### config.mk
export PLATFORM = sky130hd
export DESIGN_NAME = fg_config_spi_slave
export DESIGN_NICKNAME = d
export VERILOG_FILES = /design/src/rtl/fg_config_spi_slave.sv
export SDC_FILE = /design/constraint.sdc
export NUM_CORES = 1
export LEC_CHECK = 0
export ABC_AREA = 1
export CORE_MARGIN = 5
export CORE_UTILIZATION = 52
export CTS_CLUSTER_DIAMETER = 120
export CTS_CLUSTER_SIZE = 10
export DETAILED_ROUTE_END_ITERATION = 8
export PLACE_DENSITY = 0.75
export REMOVE_ABC_BUFFERS = 1
export SLEW_MARGIN = 20
export SYNTH_ARGS = -nofsm -noshare
export SYNTH_HDL_FRONTEND = slang
export SYNTH_SLANG_ARGS = --single-unit
### constraint.sdc
create_clock -name clk_i -period 1.7 [get_ports clk_i]
set_input_delay 0.51 -clock clk_i [delete_from_list [all_inputs] [get_ports clk_i]]
set_output_delay 0.51 -clock clk_i [all_outputs]
set_load 0.02 [all_outputs]
### src/rtl/fg_config_spi_slave.sv
`default_nettype none
// ============================================================================
// Module   : fg_config_spi_slave
// Brief    : SPI mode-0 slave that loads and reads back the function
//            generator configuration word and output enable.
// Revision : 1.0
// ============================================================================
module fg_config_spi_slave #(
  parameter int CONFIG_REG_BITWIDTH = 64,
  parameter int SYNC_STAGES         = 2,
  parameter logic [CONFIG_REG_BITWIDTH-1:0] RESET_VALUE = {CONFIG_REG_BITWIDTH{1'b0}}
) (
  input  logic                           clk_i,
  input  logic                           rst_n,
  input  logic                           spi_sclk_i,
  input  logic                           spi_cs_n_i,
  input  logic                           spi_mosi_i,
  output logic                           spi_miso_o,
  output logic [CONFIG_REG_BITWIDTH-1:0] CR_bus_o,
  output logic                           outputEnable_o,
  output logic                           cfg_update_STRB_o,
  output logic                           frame_error_o
);

  localparam logic [1:0] c_ST_IDLE    = 2'd0;
  localparam logic [1:0] c_ST_CMD     = 2'd1;
  localparam logic [1:0] c_ST_DATA    = 2'd2;
  localparam logic [1:0] c_ST_OVERRUN = 2'd3;

  localparam logic [6:0] c_CNT_CMD  = 7'd8;
  localparam logic [6:0] c_CNT_FULL = 7'd72;

  localparam logic [7:0] c_CMD_WRITE      = 8'h01;
  localparam logic [7:0] c_CMD_READ       = 8'h02;
  localparam logic [7:0] c_CMD_ENABLE_ON  = 8'h03;
  localparam logic [7:0] c_CMD_ENABLE_OFF = 8'h04;

  logic [SYNC_STAGES-1:0] r_sclk_sync;
  logic [SYNC_STAGES-1:0] r_cs_sync;
  logic [SYNC_STAGES-1:0] r_mosi_sync;
  logic [SYNC_STAGES-1:0] r_cs_vld;
  logic                   r_sclk_d;
  logic                   r_cs_d;
  logic                   r_cs_armed;
  logic                   r_mosi_d;
  logic                   r_sclk_rise;
  logic                   r_sclk_fall;
  logic                   r_cs_fall;
  logic                   r_cs_rise;

  logic w_sclk_s;
  logic w_cs_s;
  logic w_mosi_s;

  logic [1:0]                     r_state;
  logic [6:0]                     r_bit_cnt;
  logic [7:0]                     r_cmd;
  logic [CONFIG_REG_BITWIDTH-1:0] r_shadow;
  logic [CONFIG_REG_BITWIDTH-1:0] r_snap;

  assign w_sclk_s = r_sclk_sync[SYNC_STAGES-1];
  assign w_cs_s   = r_cs_sync[SYNC_STAGES-1];
  assign w_mosi_s = r_mosi_sync[SYNC_STAGES-1];

  // r_cs_vld tracks when the CS chain holds real samples rather than reset
  // fill, so a frame already in progress at reset release never looks like
  // a fresh CS fall.
  always_ff @(posedge clk_i) begin
    if (!rst_n) begin
      r_sclk_sync <= '0;
      r_cs_sync   <= '1;
      r_mosi_sync <= '0;
      r_cs_vld    <= '0;
      r_sclk_d    <= 1'b0;
      r_cs_d      <= 1'b1;
      r_cs_armed  <= 1'b0;
      r_mosi_d    <= 1'b0;
      r_sclk_rise <= 1'b0;
      r_sclk_fall <= 1'b0;
      r_cs_fall   <= 1'b0;
      r_cs_rise   <= 1'b0;
    end else begin
      r_sclk_sync <= {r_sclk_sync[SYNC_STAGES-2:0], spi_sclk_i};
      r_cs_sync   <= {r_cs_sync[SYNC_STAGES-2:0], spi_cs_n_i};
      r_mosi_sync <= {r_mosi_sync[SYNC_STAGES-2:0], spi_mosi_i};
      r_cs_vld    <= {r_cs_vld[SYNC_STAGES-2:0], 1'b1};
      r_sclk_d    <= w_sclk_s;
      r_cs_d      <= w_cs_s;
      r_mosi_d    <= w_mosi_s;
      r_cs_armed  <= r_cs_armed | (r_cs_vld[SYNC_STAGES-1] & w_cs_s);
      r_sclk_rise <= w_sclk_s & ~r_sclk_d;
      r_sclk_fall <= ~w_sclk_s & r_sclk_d;
      r_cs_fall   <= ~w_cs_s & r_cs_d & r_cs_armed;
      r_cs_rise   <= w_cs_s & ~r_cs_d;
    end
  end

  // CS edges take priority over SCLK edges seen in the same cycle.
  always_ff @(posedge clk_i) begin
    if (!rst_n) begin
      r_state           <= c_ST_IDLE;
      r_bit_cnt         <= '0;
      r_cmd             <= '0;
      r_shadow          <= '0;
      r_snap            <= '0;
      CR_bus_o          <= RESET_VALUE;
      outputEnable_o    <= 1'b0;
      spi_miso_o        <= 1'b0;
      cfg_update_STRB_o <= 1'b0;
      frame_error_o     <= 1'b0;
    end else begin
      cfg_update_STRB_o <= 1'b0;
      frame_error_o     <= 1'b0;
      if (r_cs_fall) begin
        r_state    <= c_ST_CMD;
        r_bit_cnt  <= '0;
        r_cmd      <= '0;
        spi_miso_o <= 1'b0;
      end else if (r_cs_rise) begin
        r_state    <= c_ST_IDLE;
        spi_miso_o <= 1'b0;
        if (r_state == c_ST_OVERRUN) begin
          frame_error_o <= 1'b1;
        end else if (r_state != c_ST_IDLE && r_bit_cnt != 7'd0) begin
          case (r_cmd)
            c_CMD_WRITE: begin
              if (r_bit_cnt == c_CNT_FULL) begin
                CR_bus_o          <= r_shadow;
                cfg_update_STRB_o <= 1'b1;
              end else begin
                frame_error_o <= 1'b1;
              end
            end
            c_CMD_READ: begin
              if (r_bit_cnt != c_CNT_FULL) frame_error_o <= 1'b1;
            end
            c_CMD_ENABLE_ON: begin
              if (r_bit_cnt == c_CNT_CMD) begin
                outputEnable_o    <= 1'b1;
                cfg_update_STRB_o <= 1'b1;
              end else begin
                frame_error_o <= 1'b1;
              end
            end
            c_CMD_ENABLE_OFF: begin
              if (r_bit_cnt == c_CNT_CMD) begin
                outputEnable_o    <= 1'b0;
                cfg_update_STRB_o <= 1'b1;
              end else begin
                frame_error_o <= 1'b1;
              end
            end
            default: frame_error_o <= 1'b1;
          endcase
        end
      end else if (r_state == c_ST_CMD || r_state == c_ST_DATA) begin
        if (r_sclk_rise) begin
          if (r_bit_cnt == c_CNT_FULL) begin
            r_state    <= c_ST_OVERRUN;
            spi_miso_o <= 1'b0;
          end else begin
            r_bit_cnt <= r_bit_cnt + 7'd1;
            if (r_bit_cnt < c_CNT_CMD) begin
              r_cmd <= {r_cmd[6:0], r_mosi_d};
            end else begin
              r_shadow <= {r_shadow[CONFIG_REG_BITWIDTH-2:0], r_mosi_d};
            end
            if (r_bit_cnt == c_CNT_CMD - 7'd1) r_state <= c_ST_DATA;
          end
        end else if (r_sclk_fall) begin
          // Readback snapshot is taken once, on the fall ending the command byte.
          if (r_state == c_ST_DATA && r_cmd == c_CMD_READ && r_bit_cnt == c_CNT_CMD) begin
            spi_miso_o <= CR_bus_o[CONFIG_REG_BITWIDTH-1];
            r_snap     <= {CR_bus_o[CONFIG_REG_BITWIDTH-2:0], 1'b0};
          end else if (r_state == c_ST_DATA && r_cmd == c_CMD_READ && r_bit_cnt < c_CNT_FULL) begin
            spi_miso_o <= r_snap[CONFIG_REG_BITWIDTH-1];
            r_snap     <= {r_snap[CONFIG_REG_BITWIDTH-2:0], 1'b0};
          end else begin
            spi_miso_o <= 1'b0;
          end
        end
      end
    end
  end

endmodule
`default_nettype wire

==> impl_results.md <==
* Max H-tree Level at 1
* Cell Area, Synth at around 0.0094 mm²
* Routed Antenna Nets at 0
* Seq/Total Area, Yosys at 48.6%
* Clk root buf: clkbuf_16
* CP Capture Type: flop
* I/O Pins at 73
* CP bufs+invs at 4
* Tcrit/Tclk final at 112%
* CP Cell Sequence: inv_2 > ha_4 > nand2_4 > nor2_4 > nand2_2 > buf_6 > nor2_4 > buf_6 > clkbuf_16 > nand3_2 > a21oi_1
* Crit-path slowest cell: dfxtp_2
* Effective utilization at floorplan at roughly 53%
* Vias per inst at 5.76
* Clock Latency Late Sink at 0.53 ns
* Post-Synthesis Cells at 1328
* Combinational share of power at roughly 2.1%
* Port-buffer cells at 72
* Peak supply drop at ~0.73 mV
* Total global-route track usage at 24.6%
* Max-cap viol count at 0
* Die area at 0.0208 mm²
* Core area at between 0.015 and 0.02 mm²
* EDFF count, synth at 0
* DR vias at around 9700
* Crit path max fanout at 7
* Status: complete, but fails checks
* Starting DRT DRC Count at 1152
* Worst hold path class: reg -> reg
* Fraction of registers with async set/reset at 0%
* DRC viols at 0
* CP required at between 2 and 2.5 ns
* CP Data Arrival Time at about 2.4 ns
* Hold Fails Final Rpt at 0
* Switch share at 22.0%
* P_int at ~8.2 mW
* Hold_buf cts at 0
* Pre-CTS setup slack at -0.0852 ns
* Max Clock Skew at ~0.014 ns
* CTS Sinks at between 200 and 250
* Vias in the first global route at ~8500
* Syn_area_per_cell at 7.07 µm²
* LEAKAGE at between 5 and 6 nW
* Pin count of the biggest net entering global routing at roughly 110
* Initial antenna violation count at 0
* Slew @ Worst Pin at 0.550 ns
* CP delay by family, top: simple AND/OR/NAND/NOR gates
* Failing checks: setup timing
* Post-Layout Cell Count at ~1700
* Setup Viol. Count Final at 190
* Clock Path Buffers at 3
* Min Tclk post-route at around 1.9 ns
* CTS Buf Count at 26
* Max Clk Rate at 527 MHz
* Max-slew violation count at 0
* FP Rows at between 40 and 50
* CTS tree: done
* Post-DP HPWL at about 14000 µm
* Cell area after layout at around 0.013 mm²
* Sequential share of power at just over 50%
* Cell Pwr Density at 805 mW/mm²
* Hold_sp: r_cs_sync[0]$_SDFF_PN1_
* Net load switching power at between 2 and 2.5 mW
* Prevailing post-synth register cell: dfxtp_1
* Crit path launch type: flop
* Synth cell types at 25
* Setup WS post-layout at -0.199 ns
* Placed Area at approximately 0.011 mm²
* Die width at between 100 and 150 µm
* First-pass GRT wire length at approximately 43000 µm
* Yosys warnings at 0
* Crit path launch: r_state[0]$_SDFFE_PN0P_
* # diodes at 0
* Cell total after placement at approximately 1600
* Final WL at roughly 32000 µm
* Syn-to-layout area delta at 38.5%
* Clock share of power at a little under half
* FF+latch count, synth at about 230
* Max stage delay on crit path at 0.35 ns
* Fraction of layout cells with a size suffix above 1 at ~28%
* Origin of the critical flop-to-flop path: r_state[0]$_SDFFE_PN0P_
* RSZ-0062 raised after global routing: true
* Worst rel slew slack at 63.3%
* Gp weighted congestion at roughly 0.85
* Clock transition at path regs at about 0.060 ns
* Setup CP Type: reg -> reg
* WL/cell at about 19 µm
* Total grt overflow at 0
* DR pass1 iterations at 8
* Die Y at approximately 140 µm
* Final net count at between 1000 and 1500
## repair_timing
item,4_1_cts,5_1_grt
buffers inserted,15,10
cloned,10,19
gates resized for setup,327,259
pin swaps,21,37
endpoints found under the setup margin,260,224
endpoints found under the hold margin,0,0
## per-layer routing
layer	routed length, µm	track usage, %	part of all wire, %
met3	2950	4.10	9.1
met1	12000	32.8	37
met5	0	0	0
met2	15700	41.2	48
met4	1860	7.56	5.7
## layout by cell type (no fill, tap or decap), types with 9 or more instances in the layout
cell type        instances
a21oi_1                 58
nor2_1                 234
buf_6                   12
o21ai_1                 67
buf_16                  13
buf_12                  25
nand3_4                  9
buf_2                   52
o21ai_0                 21
nand3_1                100
inv_1                  157
a21oi_2                 26
nand3_2                 28
clkdlybuf4s15_2         11
o21ai_2                 54
nand2_1                176
nor2_2                  18
clkbuf_16               40
nor2_4                  38
buf_4                   41
dfxtp_1                221
## metrics by stage
stage	hold slack (ns)	TNS, ns	util, %	power (mW)
3_5_place_dp	0.401	-7.60	59.9	5.66
6_report	0.409	-16.89	72.8	10.5
5_1_grt	0.427	-31.81	72.8	10.7
3_3_place_gp	0.393	-2.39	59.9	5.66
2_1_floorplan	0.390	-335.54	-	5.56
4_1_cts	0.409	-2.90	67.1	10.4
## power by group through the flow
stage / Clock, mW / Combinational (mW) / Sequential, mW
after global placement: 0 / 0.174 / 5.48
after global routing: 5.10 / 0.237 / 5.37
after floorplan: 0 / 0.0780 / 5.48
after CTS: 4.82 / 0.190 / 5.37
after detailed placement: 0 / 0.175 / 5.48
final: 4.88 / 0.220 / 5.37
## registers in the layout, indices dropped and copies added (netlist names), 2 cells and up
register,count
r_shadow,64
r_mosi_sync,2
r_sclk_sync,2
r_cs_sync,2
r_cs_vld,2
r_cmd,8
r_bit_cnt,7
r_state,2
r_snap,63
CR_bus_o,64
## synthesized netlist by cell type, types with 3 or more instances
cell type / n / area, µm²
a21oi_1: 84 / 420
buf_2: 45 / 225
buf_6: 7 / 78.8
clkbuf_1: 29 / 109
dfxtp_1: 228 / 4560
ha_1: 5 / 62.6
inv_1: 164 / 616
nand2_1: 178 / 668
nand3_1: 134 / 671
nand3_2: 3 / 30.0
nand4_1: 3 / 18.8
nor2_1: 283 / 1060
nor2_2: 5 / 31.3
nor3_1: 3 / 15.0
o21ai_0: 83 / 415
o21ai_1: 60 / 300
## area by class of cell
cell class	instances	area, µm²
clock buffers	27	664
clock inverters	1	16.3
fillers	1193	4840
inverters	167	652
multi-input cells	851	4660
flip-flops and latches	228	4570
well taps	229	287
repair buffers	178	2130
repair inverters	1	11.3
## worst paths after layout
kind / end / slack (ns) / depth (start not counted)
max: r_snap[21]$_SDFFE_PN0P_ / -0.20 / 11
min: r_cs_sync[1]$_SDFF_PN1_ / 0.41 / 1
max reg2reg: r_snap[21]$_SDFFE_PN0P_ / -0.20 / 11
min reg2reg: r_cs_sync[1]$_SDFF_PN1_ / 0.41 / 1
## logic make-up after synthesis
group,after synthesis,share of synthesized area (%)
AOI/OAI and AO/OA,228,12.2
xor gates and xnor gates,2,0.187
adders and majority gates,5,0.666
buffers and inverters,249,11.2
DFF,228,48.6
and+or+nand+nor,616,27.2
Power figures use the tool's default switching activity.
